<file path="src/rtl/multi_pkg.sv">
// multi_seq shared types: FSM state encoding and sizing helpers.
// Helpers give the fixed issue-to-valid latency and the step-counter width.
package multi_pkg;

  typedef enum logic [1:0] {
    IDLE,
    RUN,
    DONE
  } state_e;

  function automatic int MULTI_LAT(input int w);
    return w + 1;
  endfunction

  function automatic int MULTI_CNT_W(input int w);
    return $clog2(w + 1);
  endfunction

endpackage

</file>
<file path="src/rtl/multi_cond_neg.sv">
// Conditional two's-complement negator used for operand magnitudes
// and for the final product sign fix-up.
module multi_cond_neg #(
  parameter int W = 32
) (
  input  logic         neg_i,
  input  logic [W-1:0] a_i,
  output logic [W-1:0] y_o
);

  assign y_o = neg_i ? (~a_i + W'(1)) : a_i;

endmodule

</file>
<file path="src/rtl/multi_seq.sv">
// Sequential shift-add WIDTHxWIDTH multiplier, signed or unsigned per op.
// Optional overflow flag output enabled by defining MULTI_OVF_EN.
module multi_seq
  import multi_pkg::*;
#(
  parameter int WIDTH = 32
) (
  input  logic               clock,
  input  logic               reset,
  input  logic               start,
  input  logic               sgn,
  input  logic [WIDTH-1:0]   mlier,
  input  logic [WIDTH-1:0]   mcand,
  output logic [2*WIDTH-1:0] prodt,
  output logic               valid,
  output logic               busy
`ifdef MULTI_OVF_EN
  ,
  output logic               ovf
`endif
);

  localparam int CW = MULTI_CNT_W(WIDTH);
  localparam int PW = 2 * WIDTH;

  state_e           state_q;
  logic [CW-1:0]    cnt_q;
  logic [WIDTH-1:0] hi_q;
  logic [WIDTH-1:0] lo_q;
  logic [WIDTH-1:0] mcd_q;
  logic             neg_q;
  logic [PW-1:0]    prodt_q;
  logic             valid_q;
  logic             busy_q;

  logic             neg_a;
  logic             neg_b;
  logic             take;
  logic [WIDTH-1:0] mlier_mag;
  logic [WIDTH-1:0] mcand_mag;
  logic [WIDTH:0]   sum;
  logic [WIDTH-1:0] hi_d;
  logic [WIDTH-1:0] lo_d;
  logic [PW-1:0]    prod_fix;

  assign neg_a = sgn & mlier[WIDTH-1];
  assign neg_b = sgn & mcand[WIDTH-1];
  assign take  = start & (state_q != RUN);

  multi_cond_neg #(.W(WIDTH)) u_neg_mlier (
    .neg_i (neg_a),
    .a_i   (mlier),
    .y_o   (mlier_mag)
  );

  multi_cond_neg #(.W(WIDTH)) u_neg_mcand (
    .neg_i (neg_b),
    .a_i   (mcand),
    .y_o   (mcand_mag)
  );

  assign sum  = {1'b0, hi_q}
              + {1'b0, mcd_q & {WIDTH{lo_q[0]}}};
  assign hi_d = sum[WIDTH:1];
  assign lo_d = {sum[0], lo_q[WIDTH-1:1]};

  multi_cond_neg #(.W(PW)) u_neg_prod (
    .neg_i (neg_q),
    .a_i   ({hi_d, lo_d}),
    .y_o   (prod_fix)
  );

`ifdef MULTI_OVF_EN
  logic          sgn_q;
  logic          ovf_q;
  logic          ovf_d;
  logic [WIDTH:0] top;

  assign top   = prod_fix[PW-1:WIDTH-1];
  assign ovf_d = sgn_q ? ~((&top) | (~|top))
                       : (|prod_fix[PW-1:WIDTH]);
  assign ovf   = ovf_q;
`endif

  // Issue from IDLE starts the counter at 0, spending one alignment
  // cycle; issue from DONE overlaps that cycle with the valid pulse.
  always_ff @(posedge clock) begin
    if (reset) begin
      state_q <= IDLE;
      cnt_q   <= '0;
      hi_q    <= '0;
      lo_q    <= '0;
      mcd_q   <= '0;
      neg_q   <= 1'b0;
      prodt_q <= '0;
      valid_q <= 1'b0;
      busy_q  <= 1'b0;
`ifdef MULTI_OVF_EN
      sgn_q   <= 1'b0;
      ovf_q   <= 1'b0;
`endif
    end else begin
      valid_q <= 1'b0;
      if (take) begin
        state_q <= RUN;
        busy_q  <= 1'b1;
        cnt_q   <= (state_q == DONE) ? CW'(1) : '0;
        hi_q    <= '0;
        lo_q    <= mlier_mag;
        mcd_q   <= mcand_mag;
        neg_q   <= neg_a ^ neg_b;
`ifdef MULTI_OVF_EN
        sgn_q   <= sgn;
`endif
      end else begin
        unique case (state_q)
          IDLE: ;
          RUN: begin
            if (cnt_q == '0) begin
              cnt_q <= CW'(1);
            end else begin
              hi_q <= hi_d;
              lo_q <= lo_d;
              if (cnt_q == CW'(WIDTH)) begin
                state_q <= DONE;
                busy_q  <= 1'b0;
                valid_q <= 1'b1;
                prodt_q <= prod_fix;
`ifdef MULTI_OVF_EN
                ovf_q   <= ovf_d;
`endif
              end else begin
                cnt_q <= cnt_q + CW'(1);
              end
            end
          end
          DONE: state_q <= IDLE;
          default: state_q <= IDLE;
        endcase
      end
    end
  end

  assign prodt = prodt_q;
  assign valid = valid_q;
  assign busy  = busy_q;

endmodule

</file>
<file path="config.mk">
export PLATFORM = sky130hd
export DESIGN_NAME = multi_seq
export DESIGN_NICKNAME = d
export VERILOG_FILES = /design/src/rtl/multi_pkg.sv /design/src/rtl/multi_cond_neg.sv /design/src/rtl/multi_seq.sv
export SDC_FILE = /design/constraint.sdc
export NUM_CORES = 1
export LEC_CHECK = 0
export CAP_MARGIN = 30
export CORE_MARGIN = 3
export CORE_UTILIZATION = 40
export CTS_BUF_LIST = sky130_fd_sc_hd__clkbuf_2 sky130_fd_sc_hd__clkbuf_4 sky130_fd_sc_hd__clkbuf_8
export DETAILED_ROUTE_END_ITERATION = 12
export PLACE_DENSITY = 0.59
export RECOVER_POWER = 100
export SLEW_MARGIN = 20
export SYNTH_ARGS = -nofsm -noshare
export SYNTH_HDL_FRONTEND = slang
export SYNTH_HIERARCHICAL = 1
export SYNTH_SLANG_ARGS = --single-unit
</file>
<file path="constraint.sdc">
create_clock -name clock -period 5.6 [get_ports clock]
set_clock_uncertainty 0.05 [all_clocks]
set_input_delay 1.68 -clock clock [delete_from_list [all_inputs] [get_ports clock]]
set_output_delay 1.68 -clock clock [all_outputs]
set_load 0.005 [all_outputs]
</file>
==> results of run 1 <==
[synth_stat cells (all sizes together) (17+ instances only)]
master,count
xnor2,145
nor3,18
nand3,27
o41ai,32
nor2,51
inv,17
buf,20
and2,36
nand4,20
clkbuf,66
a21oi,178
or3,18
a22oi,34
nand2,328
ha,37
o31ai,45
dfxtp,171
nor4,17
o21ai,54
[cells in the final DEF (no fill, tap or decap), drive strengths merged, types with 4 or more instances in the layout]
cell type,netlist,final
a21oi,178,178
buf,20,15
nor3,18,18
nor2,51,51
xnor2,145,145
or3,18,18
nand2b,11,11
a22oi,34,34
or4,16,16
clkbuf,66,23
xor2,11,11
clkdlybuf4s50,0,65
dlygate4sd3,0,67
nor2b,6,6
o21bai,4,4
and2,36,36
inv,17,27
or2b,5,5
a21o,15,15
or2,10,10
nor4,17,17
o41ai,32,32
o31ai,45,45
nand3,27,27
o2bb2ai,4,4
and3,5,5
dfxtp,171,171
nand2,328,328
o21ai,54,54
nand4,20,20
ha,37,37
[area by class of cell]
cell class	count	area [sq um]
Clock inverter	13	139
Timing Repair Buffer	151	1490
Antenna cell	1	2.50
Tap cell	378	473
Multi-Input combinational cell	1172	7510
Inverter	17	63.8
Clock buffer	19	255
Sequential cell	171	3420
Fill cell	2855	14600
[registers in the layout (all words and copies together) (netlist names)]
name,cells
prodt,64
lo_q,32
neg_q,1
state_q,2
valid,1
cnt_q,6
busy,1
hi_q,32
mcd_q,32
[power by group through the flow]
stage                     sequential (mW)  combinational (mW)  clock, mW
after detailed placement             1.33               0.541          0
final                                1.30               0.549      0.885
after global routing                 1.30               0.603      0.968
after CTS                            1.30               0.544      0.912
after floorplan                      1.31               0.378          0
after global placement               1.33               0.535          0
[per-layer routing]
| layer | share of wire (%) | vias to the layer above |
|---|---|---|
| met1 | 49 | 5036 |
| met2 | 45 | 251 |
| li1 | - | 5287 |
| met5 | 0 | - |
| met4 | 0.98 | 0 |
| met3 | 4.4 | 20 |
[cells by family after synthesis]
group,Yosys count
compound gates,397
xor+xnor,156
fa+ha+maj,38
buf+inv,103
flops,171
mux,2
simple gates,579
[worst min-delay path, stage by stage, from the launching register on]
cell     delay (ns)
dfxtp_1        0.32
nand2_1        0.05
a21oi_1        0.05
[how the worst max path moves through the flow]
stage / slack, ns / endpoint / depth (start not counted) / start
floorplan: 1.09 / prodt[63] / 18 / lo_q[0]
global placement: 0.46 / prodt[63] / 16 / lo_q[0]
detailed placement: 0.28 / prodt[63] / 16 / lo_q[0]
CTS: 0.25 / prodt[63] / 16 / lo_q[0]
global route: 0.17 / prodt[57] / 3 / reset
finish: 0.48 / hi_q[15] / 5 / reset
==> results.sh, run 1 <==
export IMPL_status="finished, violations left"
export IMPL_violations="max-capacitance violations, max-slew violations"
export IMPL_clk_latency_ns=0.48
export IMPL_maxCapViolCount=2
export IMPL_synthMuxAreaShare_pct=0.176
export IMPL_synth_top_cell_by_area="dfxtp_1"
export IMPL_grt_pass1_vias=9948
export IMPL_cts_buffer_depth=2
export IMPL_fin_area_sq_um=13400
export IMPL_grt_pass1_wl_microns=53200
export IMPL_first_iter_violations=834
export IMPL_reg2reg_depth=17
export IMPL_pin_count=134
export IMPL_final_util_pct=47.8
export IMPL_timing_rr_end="prodt[63]"
export IMPL_synth_top_family_by_area="simple AND/OR/NAND/NOR gates"
export IMPL_die_w_microns=175
export IMPL_finalSetupViolations=0
export IMPL_finalPower_mw=2.73
export IMPL_clkTransAtPathRegs_ns=0.10
export IMPL_rsz0062_at_grt="false"
export IMPL_synth_adder_area_share_pct=4.25
export IMPL_ys_seq_area_share_pct=30.1
export IMPL_syn_avg_cell_area_sq_um=7.86
export IMPL_gr_usage_met3_pct=2.85
export IMPL_cp_end_kind="register"
export IMPL_cts_resized=0
export IMPL_synth_nets=1552
export IMPL_drive_gt1_share_pct=8.43
export IMPL_yosys_area_share_xor_xnor_pct=12.1
export IMPL_relSlewSlack_pct=-92.9
export IMPL_worstPathArrival_ns=5.42
export IMPL_ant_nets=0
export IMPL_synthTopCellsByArea="dfxtp_1 30%, xnor2_1 11%, nand2_1 11%, a21oi_1 7.8%, ha_1 4.1%"
export IMPL_grt_overflow=0
export IMPL_wire_per_inst_microns=16.9
export IMPL_cts_root_buf="clkbuf_8"
export IMPL_cpMaxStageDelayCell="clkbuf_1"
export IMPL_top_usage_layer="met2"
export IMPL_dp_hpwl_microns=23800
export IMPL_synth_top_area_share_pct=30.1
export IMPL_worst_setup_path_start_kind="input pin"
export IMPL_finalWirelength_microns=32400
export IMPL_die_area_sq_um=30500
export IMPL_slew_violations=140
export IMPL_final_nets=1636
export IMPL_path_class="in2reg"
export IMPL_ys_types=88
export IMPL_antenna_found_initial=1
export IMPL_cp_cell_sequence="clkbuf_1 -> nand2b_1 -> clkbuf_1 -> nor2_1 -> o2bb2ai_1"
export IMPL_grt_max_degree=77
export IMPL_num_rows=61
export IMPL_p_leak_nw=4.82
export IMPL_seqPwrFrac_pct=47.5
export IMPL_core_sq_um=27900
export IMPL_synth_main_ff_cell="dfxtp_1"
export IMPL_final_hold_viol_count=0
export IMPL_period_needed_ns=5.12
export IMPL_first_pass_iters=5
export IMPL_finalSetupTns_ns=0
export IMPL_crit_path_max_fanout=62
export IMPL_critPathBufInv=2
export IMPL_synth_edf_count=0
export IMPL_vdd_drop_max_mv=0.127
export IMPL_swShare_pct=33.0
export IMPL_routabilityCongestion=0.910
export IMPL_crit_top_cell="clkbuf_1"
export IMPL_synth_simple_gate_area_share_pct=26.0
export IMPL_dpl_cell_count=1888
export IMPL_cts_tree="done"
export IMPL_p_clk_share_pct=32.4
export IMPL_fin_crit_sh_pct=91.5
export IMPL_synth_async_sr_flop_share_pct=0
export IMPL_yosys_register_bits=171
export IMPL_vias=10600
export IMPL_p_per_area_nw_per_um2=205
export IMPL_grt_use_met2_pct=33.8
export IMPL_worst_slew_pin_slew_ns=2.89
export IMPL_place_ws_ns=0.285
export IMPL_route_detailed_vias_per_inst=5.51
export IMPL_cp_slowest_stage_delay_ns=2.01
export IMPL_ys_warn_count=6
export IMPL_cpLargestDelayFamily="buffers and inverters"
export IMPL_hold_slack_ns=0.404
export IMPL_die_y_microns=175
export IMPL_synth_compound_area_share_pct=23.3
export IMPL_cts_sinks=171
export IMPL_switching_power_uw=900
export IMPL_grt_util_all_layers_pct=21.1
export IMPL_areaGrowthSynthToFinish_pct=17.4
export IMPL_cts_made_buffers=17
export IMPL_power_internal_mw=1.83
export IMPL_hold_path_end="prodt[28]"
export IMPL_gr_usage_met1_pct=31.0
export IMPL_finalNonFillerCells=1922
export IMPL_hold_class="reg2reg"
export IMPL_synthCells=1446
export IMPL_synth_area_sq_um=11400
export IMPL_power_frac_comb_pct=20.1
export IMPL_reg2reg_setup_slack_ns=0.49
export IMPL_io_buffers=133
export IMPL_r2r_start="lo_q[0]"
export IMPL_cts_setup_buffers=0
export IMPL_fmax_mhz=195
export IMPL_worst_slack_ns=0.479
export IMPL_cp_required_ns=5.90
export IMPL_hold_path_depth=2
export IMPL_hold_start="prodt[28]"
export IMPL_htreeDepth=4
export IMPL_start_util_pct=40.7
export IMPL_hold_buffers=0
export IMPL_dpl_cell_area_sq_um=13000
export IMPL_remaining_drc_errors=0
Note: power is estimated with default switching activity, not from simulation.
==> inputs of run 2 (changes only) <==
--- a/config.mk
+++ b/config.mk
@@ -7,10 +7,10 @@
 export LEC_CHECK = 0
 export CAP_MARGIN = 30
 export CORE_MARGIN = 3
-export CORE_UTILIZATION = 40
+export CORE_UTILIZATION = 35
 export CTS_BUF_LIST = sky130_fd_sc_hd__clkbuf_2 sky130_fd_sc_hd__clkbuf_4 sky130_fd_sc_hd__clkbuf_8
 export DETAILED_ROUTE_END_ITERATION = 12
-export PLACE_DENSITY = 0.59
+export PLACE_DENSITY = 0.53
 export RECOVER_POWER = 100
 export SLEW_MARGIN = 20
 export SYNTH_ARGS = -nofsm -noshare
==> run 2 against run 1 <==
The run still ends with max-capacitance violations, max-slew violations left. Cell count rose by 3.2%. Combinational power is essentially flat. Fmax fell by 1.6%. Utilization shrank 5.7 points. Design area rose by 0.23%. Hold slack better by 0.0012 ns. Global-route usage decreased by 1.6 points. Flip-flop and latch count stayed put. Critical path depth rose by 13. Sequential power about the same. Clock power is 0.6% lower. Setup slack worse by 0.084 ns.
==> results.sh, run 2 (same netlist as run 1, synthesis figures left out) <==
export IMPL_die_y_microns=186
export IMPL_violations="max-capacitance violations, max-slew violations"
export IMPL_m1WireLength_microns=16800
export IMPL_final_util_pct=42.1
export IMPL_power_internal_mw=1.81
export IMPL_antenna_found_initial=2
export IMPL_vdd_drop_max_mv=0.141
export IMPL_final_hold_viol_count=0
export IMPL_cp_required_ns=5.96
export IMPL_num_rows=65
export IMPL_hold_slack_ns=0.406
export IMPL_finalNonFillerCells=1983
export IMPL_first_pass_iters=6
export IMPL_cts_made_buffers=17
export IMPL_largest_register_ffs=64
export IMPL_cts_setup_buffers=0
export IMPL_relSlewSlack_pct=-94.1
export IMPL_diodes=0
export IMPL_switching_power_uw=918
export IMPL_dpl_cell_count=1950
export IMPL_layout_common_cells="327 x nand2_1, 177 x a21oi_1, 170 x dfxtp_1"
export IMPL_p_clk_share_pct=32.3
export IMPL_finalWirelength_microns=33700
export IMPL_ant_nets=0
export IMPL_status="finished, violations left"
export IMPL_vias=10500
export IMPL_seq_area_sq_um=3420
export IMPL_cts_buffer_depth=2
export IMPL_cts_tree="done"
export IMPL_finalSetupTns_ns=0
export IMPL_areaGrowthSynthToFinish_pct=17.7
export IMPL_worstPathArrival_ns=5.56
export IMPL_hold_class="reg2reg"
export IMPL_clk_latency_ns=0.49
export IMPL_wire_per_inst_microns=17.0
export IMPL_p_per_area_nw_per_um2=204
export IMPL_die_area_sq_um=34700
export IMPL_fillers=3251
export IMPL_grt_pass1_wl_microns=54500
export IMPL_htreeDepth=4
export IMPL_routabilityCongestion=0.896
export IMPL_fin_area_sq_um=13400
export IMPL_top_layer_used="met5"
export IMPL_worst_slew_pin_slew_ns=2.91
export IMPL_drive_gt1_share_pct=7.69
export IMPL_start_util_pct=35.8
export IMPL_routed_wl_met3_microns=1460
export IMPL_wl_met2_microns=15000
export IMPL_remaining_drc_errors=0
export IMPL_p_leak_nw=4.82
export IMPL_fmax_mhz=192
export IMPL_crit_path_max_fanout=27
export IMPL_place_ws_ns=0.265
export IMPL_grt_util_all_layers_pct=19.5
export IMPL_rsz0062_at_grt="false"
export IMPL_cp_end_kind="register"
export IMPL_dp_hpwl_microns=25000
export IMPL_final_common_cell="nand2_1"
export IMPL_route_detailed_vias_per_inst=5.30
export IMPL_period_needed_ns=5.21
export IMPL_grt_max_degree=73
export IMPL_seqPwrFrac_pct=47.7
export IMPL_fin_crit_sh_pct=93.0
export IMPL_finalPower_mw=2.73
export IMPL_finalSetupViolations=0
export IMPL_dpl_cell_area_sq_um=13000
export IMPL_slew_violations=133
export IMPL_cts_root_buf="clkbuf_8"
export IMPL_power_frac_comb_pct=20.0
export IMPL_pin_count=134
export IMPL_final_nets=1642
export IMPL_worst_setup_path_start_kind="register"
export IMPL_worst_slack_ns=0.394
export IMPL_grt_pass1_vias=9985
export IMPL_hold_path_depth=2
export IMPL_clkTransAtPathRegs_ns=0.12
export IMPL_reg2reg_depth=18
export IMPL_core_sq_um=31800
export IMPL_first_iter_violations=603
export IMPL_die_w_microns=186
export IMPL_hold_buffers=0
export IMPL_maxCapViolCount=3
export IMPL_multi_input_area_sq_um=7450
export IMPL_path_class="reg2reg"
export IMPL_grt_overflow=0
export IMPL_io_buffers=133
export IMPL_cts_sinks=171
export IMPL_swShare_pct=33.7
export IMPL_cts_resized=0
[run 2: cell types whose count changed in the layout (fill, tap and decap cells not counted), moves of 3 or more]
cell      previous run  this run
o31ai_1             39        43
clkinv_4             1         4
and2_0               0         3
o31ai_2              6         2
clkbuf_1             3         6
inv_6                6         1
[run 2: power by group through the flow]
stage | combinational (mW) | clock [mW] | sequential, mW
6_report | 0.546 | 0.880 | 1.30
5_1_grt | 0.599 | 0.969 | 1.31
4_1_cts | 0.553 | 0.923 | 1.30
3_5_place_dp | 0.551 | 0 | 1.33
3_3_place_gp | 0.549 | 0 | 1.33
2_1_floorplan | 0.378 | 0 | 1.31
[run 2: cell type report]
type | instances | area share [%]
Inverter | 17 | 0.477
Tap cell | 435 | 4.07
Clock inverter | 14 | 1.13
Timing Repair Buffer | 157 | 11.3
Clock buffer | 17 | 1.75
Multi-Input combinational cell | 1172 | 55.7
Sequential cell | 171 | 25.6
[run 2: final timing paths]
kind / startpoint / end / slack, ns
worst max-delay path: lo_q[0] / prodt[58] / 0.39
worst min-delay path: prodt[24] / prodt[24] / 0.41
worst max register to register: lo_q[0] / prodt[58] / 0.39
worst min register to register: prodt[24] / prodt[24] / 0.41
[run 2: worst max-delay path: stages, from the launching register on]
cell and delay [ns]:
dfxtp_1 0.39, buf_8 0.19, and2_0 0.17, ha_1 0.20, fa_1 0.41, a21o_2 0.25, a221oi_2 0.40, a211o_1 0.20
nand2b_1 0.08, nor2_1 0.16, o21bai_1 0.11, xor2_1 0.17, nor4_1 0.65, nand3_1 0.44, or3_1 0.61, o31ai_1 0.29
xnor2_1 0.16, nand2_1 0.07, a21oi_1 0.13
[run 2: metal layers]
layer	up-vias	track usage, %
li1	5314	-
met1	4941	28.6
met2	225	30.5
met3	27	2.78
met4	2	4.47
met5	-	0
==> inputs of run 3 (changes only) <==
--- a/config.mk
+++ b/config.mk
@@ -7,10 +7,10 @@
 export LEC_CHECK = 0
 export CAP_MARGIN = 30
 export CORE_MARGIN = 3
-export CORE_UTILIZATION = 35
+export CORE_UTILIZATION = 59
 export CTS_BUF_LIST = sky130_fd_sc_hd__clkbuf_2 sky130_fd_sc_hd__clkbuf_4 sky130_fd_sc_hd__clkbuf_8
 export DETAILED_ROUTE_END_ITERATION = 12
-export PLACE_DENSITY = 0.53
+export PLACE_DENSITY = 0.83
 export RECOVER_POWER = 100
 export SLEW_MARGIN = 20
 export SYNTH_ARGS = -nofsm -noshare
==> run 3 against run 2 <==
The run still ends with max-capacitance violations, max-slew violations left. Largest cell class unchanged. Routed wire length decreased by 8.5%. Critical path type unchanged. Register-to-register slack better by 0.03 ns. Cell count fell by 9.1%. Global-route usage increased by 9.4 points.
==> results.sh, run 3 (same netlist as run 1, synthesis figures left out) <==
export IMPL_grt_overflow=0
export IMPL_core_sq_um=18800
export IMPL_dpl_cell_count=1769
export IMPL_cp_required_ns=5.81
export IMPL_cp_endpoint="prodt[60]"
export IMPL_period_needed_ns=5.18
export IMPL_remaining_drc_errors=0
export IMPL_clk_latency_ns=0.48
export IMPL_ant_nets=0
export IMPL_fin_crit_sh_pct=92.5
export IMPL_cp_end_kind="register"
export IMPL_clkTransAtPathRegs_ns=0.10
export IMPL_vias=10800
export IMPL_cp_cell_sequence="and2_0 -> ha_1 -> fa_1 -> a21o_2 -> a221oi_2 -> a211o_1 -> nand2b_1 -> nor2_1 -> o21bai_1 -> xor2_1 -> nor4_1 -> nand3_1 -> or3_1 -> o41ai_1 -> xnor2_1 -> nand2_1 -> a21oi_1"
export IMPL_reg2reg_depth=17
export IMPL_hold_class="reg2reg"
export IMPL_switching_power_uw=878
export IMPL_crit_start="lo_q[0]"
export IMPL_slew_violations=128
export IMPL_cts_setup_buffers=0
export IMPL_antenna_found_initial=0
export IMPL_cp_slowest_stage_delay_ns=0.57
export IMPL_rsz0062_at_grt="false"
export IMPL_fmax_mhz=193
export IMPL_start_util_pct=60.4
export IMPL_worst_setup_path_start_kind="register"
export IMPL_relSlewSlack_pct=-61.2
export IMPL_finalSetupTns_ns=0
export IMPL_cts_made_buffers=17
export IMPL_status="finished, violations left"
export IMPL_r2r_start="lo_q[0]"
export IMPL_cpMaxStageDelayCell="or3_1"
export IMPL_dp_hpwl_microns=22400
export IMPL_pin_count=134
export IMPL_drive_gt1_share_pct=7.91
export IMPL_largest_register_ffs=64
export IMPL_die_area_sq_um=21000
export IMPL_grt_pass1_vias=9817
export IMPL_reg2reg_setup_slack_ns=0.42
export IMPL_p_clk_share_pct=34.7
export IMPL_finalWirelength_microns=30900
export IMPL_die_w_microns=145
export IMPL_violations="max-capacitance violations, max-slew violations"
export IMPL_power_frac_comb_pct=19.1
export IMPL_first_iter_violations=1003
export IMPL_crit_path_max_fanout=33
export IMPL_cts_sinks=171
export IMPL_route_detailed_vias_per_inst=5.99
export IMPL_vdd_drop_max_mv=0.152
export IMPL_num_rows=50
export IMPL_fillers=1585
export IMPL_areaGrowthSynthToFinish_pct=16.3
export IMPL_final_hold_viol_count=0
export IMPL_diodes=0
export IMPL_layout_common_cells="327 x nand2_1, 177 x a21oi_1, 169 x dfxtp_1"
export IMPL_grt_pass1_wl_microns=49400
export IMPL_maxCapViolCount=3
export IMPL_finalNonFillerCells=1802
export IMPL_cts_root_buf="clkbuf_8"
export IMPL_seqPwrFrac_pct=46.3
export IMPL_final_util_pct=70.2
export IMPL_die_y_microns=145
export IMPL_grt_util_all_layers_pct=28.9
export IMPL_swShare_pct=31.2
export IMPL_path_class="reg2reg"
export IMPL_timing_rr_end="prodt[60]"
export IMPL_p_leak_nw=4.83
export IMPL_grt_max_degree=67
export IMPL_finalSetupViolations=0
export IMPL_io_buffers=133
export IMPL_wire_per_inst_microns=17.1
export IMPL_routabilityCongestion=0.930
export IMPL_cts_buffer_depth=2
export IMPL_power_internal_mw=1.94
export IMPL_cts_tree="done"
export IMPL_htreeDepth=4
export IMPL_worst_slew_pin_slew_ns=2.42
export IMPL_final_nets=1635
export IMPL_final_common_cell="nand2_1"
export IMPL_worstPathArrival_ns=5.38
export IMPL_p_per_area_nw_per_um2=213
export IMPL_hold_buffers=0
export IMPL_first_pass_iters=5
[run 3: cell types whose count changed in the layout (fill, tap and decap cells not counted), moves of 3 or more]
cell	delta
buf_4	-5
clkinv_4	-4
buf_12	+3
bufinv_16	+3
[run 3: repair_timing]
item / CTS / global route
endpoints found under the setup margin: 0 / 1
endpoints found under the hold margin: 0 / 0
resized for setup: 0 / 1
[run 3: power groups by stage]
stage	combinational [mW]	sequential [mW]	clock, mW
floorplan	0.378	1.31	0
global placement	0.518	1.33	0
detailed placement	0.532	1.33	0
CTS	0.536	1.30	0.990
global route	0.581	1.31	1.04
finish	0.537	1.30	0.977
[run 3: metal layers]
metal  vias to the layer above  track usage [%]  wire [microns]
li1                       5288                -               -
met1                      5049             40.4           14000
met2                       410             46.6           14400
met3                        49             3.81            1820
met4                         0             8.89             641
met5                         -                0               0
[run 3: worst max-delay path, delay by kind of cell (launching register included)]
| kind | cells | cell delay, ns |
|---|---|---|
| AND/OR/NAND/NOR | 7 | 2.11 |
| AO/OA/AOI/OAI | 6 | 1.41 |
| flip-flops | 1 | 0.48 |
| XOR/XNOR | 2 | 0.28 |
| adder cells (fa/ha/maj) | 2 | 0.62 |
[run 3: through the flow]
stage | hold WS, ns | setup WS, ns | area [sq um] | power (mW)
after CTS | 0.410 | 0.295 | 13300 | 2.83
after detailed placement | 0.396 | 0.335 | 12800 | 1.86
after global placement | 0.390 | 0.434 | 12800 | 1.85
after global routing | 0.422 | 0.148 | 13200 | 2.93
after floorplan | 0.381 | 1.09 | 11400 | 1.69
final | 0.403 | 0.422 | 13200 | 2.82
[run 3: how the worst min path moves through the flow]
| stage | startpoint | end | cells past startpoint |
|---|---|---|---|
| 2_1_floorplan | neg_q | neg_q | 2 |
| 3_3_place_gp | mcd_q[19] | mcd_q[19] | 2 |
| 3_5_place_dp | prodt[57] | prodt[57] | 2 |
| 4_1_cts | prodt[57] | prodt[57] | 2 |
| 5_1_grt | prodt[26] | prodt[26] | 2 |
| 6_report | prodt[53] | prodt[53] | 2 |
[run 3: final cells by class]
class	instances	area [sq um]	share of cell area (%)
Inverter	17	63.8	0.483
Clock buffer	18	241	1.83
Sequential cell	171	3430	25.9
Multi-Input combinational cell	1172	7470	56.5
Tap cell	260	325	2.46
Clock inverter	14	200	1.51
Timing Repair Buffer	150	1500	11.3
